===== config.mk =====
export PLATFORM = sky130hd
export DESIGN_NAME = data_mem_responder
export DESIGN_NICKNAME = d
export VERILOG_FILES = /design/src/rtl/data_mem_responder.sv
export SDC_FILE = /design/constraint.sdc
export NUM_CORES = 2
export LEC_CHECK = 0
export ABC_AREA = 1
export BUFFER_PORTS_ARGS = -buffer_cell sky130_fd_sc_hd__clkbuf_2
export CORE_UTILIZATION = 30
export DETAILED_ROUTE_END_ITERATION = 8
export SYNTH_ARGS = -nofsm -noshare
export SYNTH_HDL_FRONTEND = slang
export SYNTH_SLANG_ARGS = --single-unit

===== constraint.sdc =====
create_clock -name clk -period 5.95 [get_ports clk]
set_input_delay 0.2975 -clock clk [delete_from_list [all_inputs] [get_ports clk]]
set_output_delay 0.2975 -clock clk [all_outputs]
set_load 0.02 [all_outputs]

===== src/rtl/data_mem_responder.sv =====
// Wait-state data memory for the CPU load/store port: one request at a time,
// LATENCY stall cycles, then a one-cycle response pulse carrying load data or an error.
module data_mem_responder #(
    parameter int DEPTH_WORDS = 64,
    parameter int LATENCY     = 2
) (
    input  logic        clk,
    input  logic        reset,
    input  logic        req_valid,
    output logic        req_ready,
    input  logic        req_write,
    input  logic        req_byte,
    input  logic [31:0] req_addr,
    input  logic [31:0] req_wdata,
    output logic        rsp_valid,
    output logic [31:0] rsp_rdata,
    output logic        rsp_err
);
    localparam int          IDX_W = (DEPTH_WORDS > 1) ? $clog2(DEPTH_WORDS) : 1;
    localparam logic [31:0] LIMIT = 32'(DEPTH_WORDS * 4);
    localparam logic [3:0]  LAT   = 4'(LATENCY);

    typedef enum logic [1:0] {
        IDLE = 2'd0,
        BUSY = 2'd1,
        RESP = 2'd2
    } state_t;

    state_t      state;
    logic [3:0]  wait_cnt;
    logic        lat_write;
    logic        lat_byte;
    logic [31:0] lat_addr;
    logic [31:0] lat_wdata;

    logic [31:0] mem [DEPTH_WORDS];

    logic             access_now;
    logic             addr_err;
    logic             wr_en;
    logic [IDX_W-1:0] idx;
    logic [1:0]       lane;
    logic [31:0]      rd_word;
    logic [31:0]      byte_data;
    logic [31:0]      wr_word;

    assign access_now = (state == BUSY) && (wait_cnt == 4'd0);
    assign addr_err   = (lat_addr >= LIMIT) || (!lat_byte && (lat_addr[1:0] != 2'b00));
    assign idx        = lat_addr[IDX_W+1:2];
    assign lane       = lat_addr[1:0];
    assign rd_word    = mem[idx];
    assign wr_en      = access_now && lat_write && !addr_err;

    // Byte lane extraction for loads, little-endian lane = addr[1:0].
    always_comb begin
        byte_data = 32'd0;
        case (lane)
            2'd0:    byte_data = {24'd0, rd_word[7:0]};
            2'd1:    byte_data = {24'd0, rd_word[15:8]};
            2'd2:    byte_data = {24'd0, rd_word[23:16]};
            default: byte_data = {24'd0, rd_word[31:24]};
        endcase
    end

    // Byte stores merge into the current word so the other lanes survive.
    always_comb begin
        wr_word = lat_wdata;
        if (lat_byte) begin
            wr_word = rd_word;
            case (lane)
                2'd0:    wr_word[7:0]   = lat_wdata[7:0];
                2'd1:    wr_word[15:8]  = lat_wdata[7:0];
                2'd2:    wr_word[23:16] = lat_wdata[7:0];
                default: wr_word[31:24] = lat_wdata[7:0];
            endcase
        end
    end

    // Storage is deliberately outside the reset domain: contents persist across reset.
    always_ff @(posedge clk) begin
        if (wr_en) begin
            mem[idx] <= wr_word;
        end
    end

    // Handshake: a request transfers on a rising edge where req_valid and req_ready
    // are both high; req_ready is high only in IDLE, rsp_valid is a single-cycle pulse
    // with no backpressure, and rsp_rdata/rsp_err hold their value between pulses.
    always_ff @(posedge clk or negedge reset) begin
        if (!reset) begin
            state     <= IDLE;
            wait_cnt  <= 4'd0;
            req_ready <= 1'b1;
            rsp_valid <= 1'b0;
            rsp_rdata <= 32'd0;
            rsp_err   <= 1'b0;
            lat_write <= 1'b0;
            lat_byte  <= 1'b0;
            lat_addr  <= 32'd0;
            lat_wdata <= 32'd0;
        end else begin
            rsp_valid <= 1'b0;
            case (state)
                IDLE: begin
                    if (req_valid) begin
                        lat_write <= req_write;
                        lat_byte  <= req_byte;
                        lat_addr  <= req_addr;
                        lat_wdata <= req_wdata;
                        wait_cnt  <= LAT;
                        req_ready <= 1'b0;
                        state     <= BUSY;
                    end
                end
                BUSY: begin
                    if (wait_cnt == 4'd0) begin
                        rsp_valid <= 1'b1;
                        rsp_err   <= addr_err;
                        if (addr_err || lat_write) begin
                            rsp_rdata <= 32'd0;
                        end else begin
                            rsp_rdata <= lat_byte ? byte_data : rd_word;
                        end
                        state <= RESP;
                    end else begin
                        wait_cnt <= wait_cnt - 4'd1;
                    end
                end
                RESP: begin
                    req_ready <= 1'b1;
                    state     <= IDLE;
                end
                default: begin
                    req_ready <= 1'b1;
                    state     <= IDLE;
                end
            endcase
        end
    end

endmodule


==> impl_metrics.toml <==
[status]
run_status = "complete, no violations"

[global_route]
pin_count_of_the_biggest_net_entering_global_routing = 173
globalRoute.totalOverflow = 0
global_route.usage.total_pct = 18.0
grt_antenna_before_repair = 8
grt_pass1_wl_mm = 399
grt_pass1_vias = 58000

[yosys]
synth_cell_types = 36
synth_edf_count = 2048
yosys.area_share.simple_pct = 19.7
synth_ff_type = "edfxtp_1"
post_synth_mux_area_share_pct = 0
synth_compound_area_share_pct = 4.29
asyncSetResetFlopFracSynth_pct = 4.97
synth_top_family_by_area = "simple AND/OR/NAND/NOR gates"
synthesis.instances = 8246
synth_nets = 8317
yosysSeqAreaShare_pct = 71.5
post_synth_xor_area_fraction_pct = 0
synth_adder_area_share_pct = 0.0279
postSynthRegisterBits = 2155
synthesis.area_sq_um = 89800
synth_warnings = 0
avg_cell_area_syn_sq_um = 10.9

[sta]
tns_ps = 0
max-slew-margin-rel_pct = 12.7
tightestPinTransition_ps = 1300
final_number_of_setup_violating_endpoints = 0
fmaxAchievable_mhz = 198
finalHoldViolCount = 0
worst_clock_skew_ps = 61.5
grt_setup_unrepaired = "no"
maxSlewViolCount = 0
fin_crit_period_ps = 5040
worst_slack_ps = 912
layout_worst_path_cycle_share_pct = 84.7

[final_layout]
area_overhead_of_the_layout_relative_to_synthesis_pct = 15.1
final-seq-area_sq_um = 64200
post_route_cells_drive_above_1_share_pct = 9.18
layout.cells.most_common_list = "nand2_1, edfxtp_1, inv_1"
area_occupied_by_multi_input_gates_sq_um = 22400
fillers = 29100
layout_commonest_cell = "nand2_1"
num-nets-final = 8487

[pwr]
clock_power_share_pct = 24.2
peakVddDrop_uv = 501
share_seq_of_total_power_pct = 39.8
power.switching_fraction_pct = 40.0
p_comb_share_pct = 36.0
p_int_uw = 32300
net_switching_power_figure_uw = 21500
power_leakage_uw = 0.0407
power.density_cell_area_nw_per_um2 = 521

[drt]
drt-vias-per-instance = 4.84
drcViolationCount = 0
dr.first_iter.drc_count = 7317
drt_pre_antenna_iters = 9
detail_route.wl_per_cell_um = 22.0
num_vias = 60600
drt.antenna.violating_nets = 0
route.final.wire_length_mm = 276

[place]
place.port_buffers = 103
dp_worst_setup_slack_ps = 1080
place.detailed.hpwl_mm = 160
global_placement_routability_congestion = 0.984

[worst_setup_path]
reg2reg_depth = 5
cp-end-kind = "flip-flop"
critPathMaxFanout = 95
cp.required_ps = 6510
timing_worst_setup_path_type = "flip-flop to flip-flop"
cp.arrival_ps = 5600
crit_path_start_kind = "flip-flop"

[floorplan]
initial_standard_cell_utilization_of_the_core_pct = 30.2
die_width_um = 549
fp-row-count = 200
pin_count = 104
placeableCoreArea_sq_um = 297000
die_height_um = 549
die-area_sq_um = 301000

[cts]
ctsHoldBuffers = 68
clock_tree_from_tritoncts = "yes"
post_cts_setup_buffer_count = 0
clock_latency_late_sink_ps = 870
clk_path_buf_depth = 3
cts_max_level = 4
clk_root_buffer_cell = "clkbuf_16"
cts_repair_resize_count = 0
clkTransAtPathRegs_ps = 60
cts_made_buffers = 215
tritoncts_num_sinks = 2155

[worst_hold_path]
hold_path_class = "input pin to flip-flop"
hold-path-cell-count = 3

[job]
drv_cap = 0
-- logic make-up (layout without fill, tap and decap cells) --
logic type,count (synthesis),count (layout)
fa+ha+maj,2,2
flops,2155,2155
simple gates,4490,4490
other cells,0,1
buf+inv,933,1282
compound gates,666,666
-- routing by layer --
layer  wire length [um]  share of wire (%)  global-route usage [%]  up-vias
met5                 34              0.012                       0        -
met4              13400                4.9                    8.10        6
met3              22300                8.1                    2.96      534
met2             128000                 46                    29.0     2573
met1             112000                 41                    23.7    29800
li1                   -                  -                       -    27700
-- power by group through the flow --
stage / clock network (uW) / registers [uW] / logic [uW]
floorplan: 0 / 22100 / 10800
global placement: 0 / 21700 / 18800
detailed placement: 0 / 21800 / 19100
CTS: 13200 / 21400 / 19200
global route: 13700 / 21500 / 20900
finish: 13000 / 21500 / 19400
-- through the flow --
step	instance area, sq um	power, uW	hold WS, ps	instances	utilization [%]
2_1_floorplan	89800	32900	1.91	8246	-
3_3_place_gp	96000	40600	315	12100	32.3
3_5_place_dp	96000	40900	313	12100	32.3
4_1_cts	103000	53900	36.8	12500	34.8
5_1_grt	103000	56200	33.4	12500	34.8
6_report	103000	53900	10.3	12500	34.8
-- cell type report --
cell class	count	share of cell area, %
well taps	3939	4.77
clock buffers	280	5.53
diodes	1	0.00242
repair buffers	373	3.13
clock inverters	116	0.896
flip-flops and latches	2155	62.1
multi-input cells	5158	21.7
inverters	513	1.89
-- worst max-delay path, cell delays in order, from the launching register on --
cell and delay, ps:
dfrtp_4 940, inv_8 480, nor2_1 1070, nand2_1 880, nor2_4 850, buf_4 340
-- path summary, 6_finish.rpt --
check / start / end / slack (ps)
min in group asynchronous: reset / lat_wdata[5] / 510
worst min-delay path: req_addr[30] / lat_addr[30] / 10
max in group asynchronous: reset / lat_addr[21] / 3810
worst max-delay path: lat_addr[2] / mem[39][17] / 910
worst min register to register: lat_addr[25] / lat_addr[25] / 480
worst max register to register: lat_addr[2] / mem[39][17] / 910
-- Yosys cell counts (4+ instances only) --
| library cell | instances | area [sq um] |
|---|---|---|
| o21ai_0 | 255 | 1280 |
| dfrtp_1 | 106 | 2650 |
| o211ai_1 | 164 | 1230 |
| buf_2 | 168 | 841 |
| a22o_1 | 20 | 175 |
| o21ai_1 | 118 | 591 |
| clkbuf_1 | 165 | 619 |
| nor3_1 | 19 | 95.1 |
| or2_1 | 26 | 163 |
| a22oi_1 | 11 | 82.6 |
| nor2_2 | 4 | 25.0 |
| buf_4 | 19 | 143 |
| and2_1 | 4 | 25.0 |
| buf_1 | 29 | 109 |
| inv_2 | 5 | 18.8 |
| edfxtp_1 | 2048 | 61500 |
| or2_2 | 66 | 413 |
| or2_0 | 65 | 407 |
| nand3b_1 | 6 | 45.0 |
| nand2_1 | 3609 | 13500 |
| nor2_1 | 433 | 1630 |
| inv_1 | 504 | 1890 |
| buf_6 | 38 | 428 |
| clkinv_1 | 4 | 15.0 |
| nand4_1 | 14 | 87.6 |
| a21oi_1 | 95 | 475 |
| nand3_1 | 241 | 1210 |
-- flip-flops by register name, summed over array words and instances, names as in the netlist --
| register | flops |
|---|---|
| rsp_valid | 1 |
| state | 2 |
| rsp_rdata | 32 |
| mem | 2048 |
| lat_addr | 32 |
| rsp_err | 1 |
| lat_byte | 1 |
| lat_write | 1 |
| wait_cnt | 4 |
| req_ready | 1 |
| lat_wdata | 32 |
No activity file was read; power rests on OpenSTA's default activity.
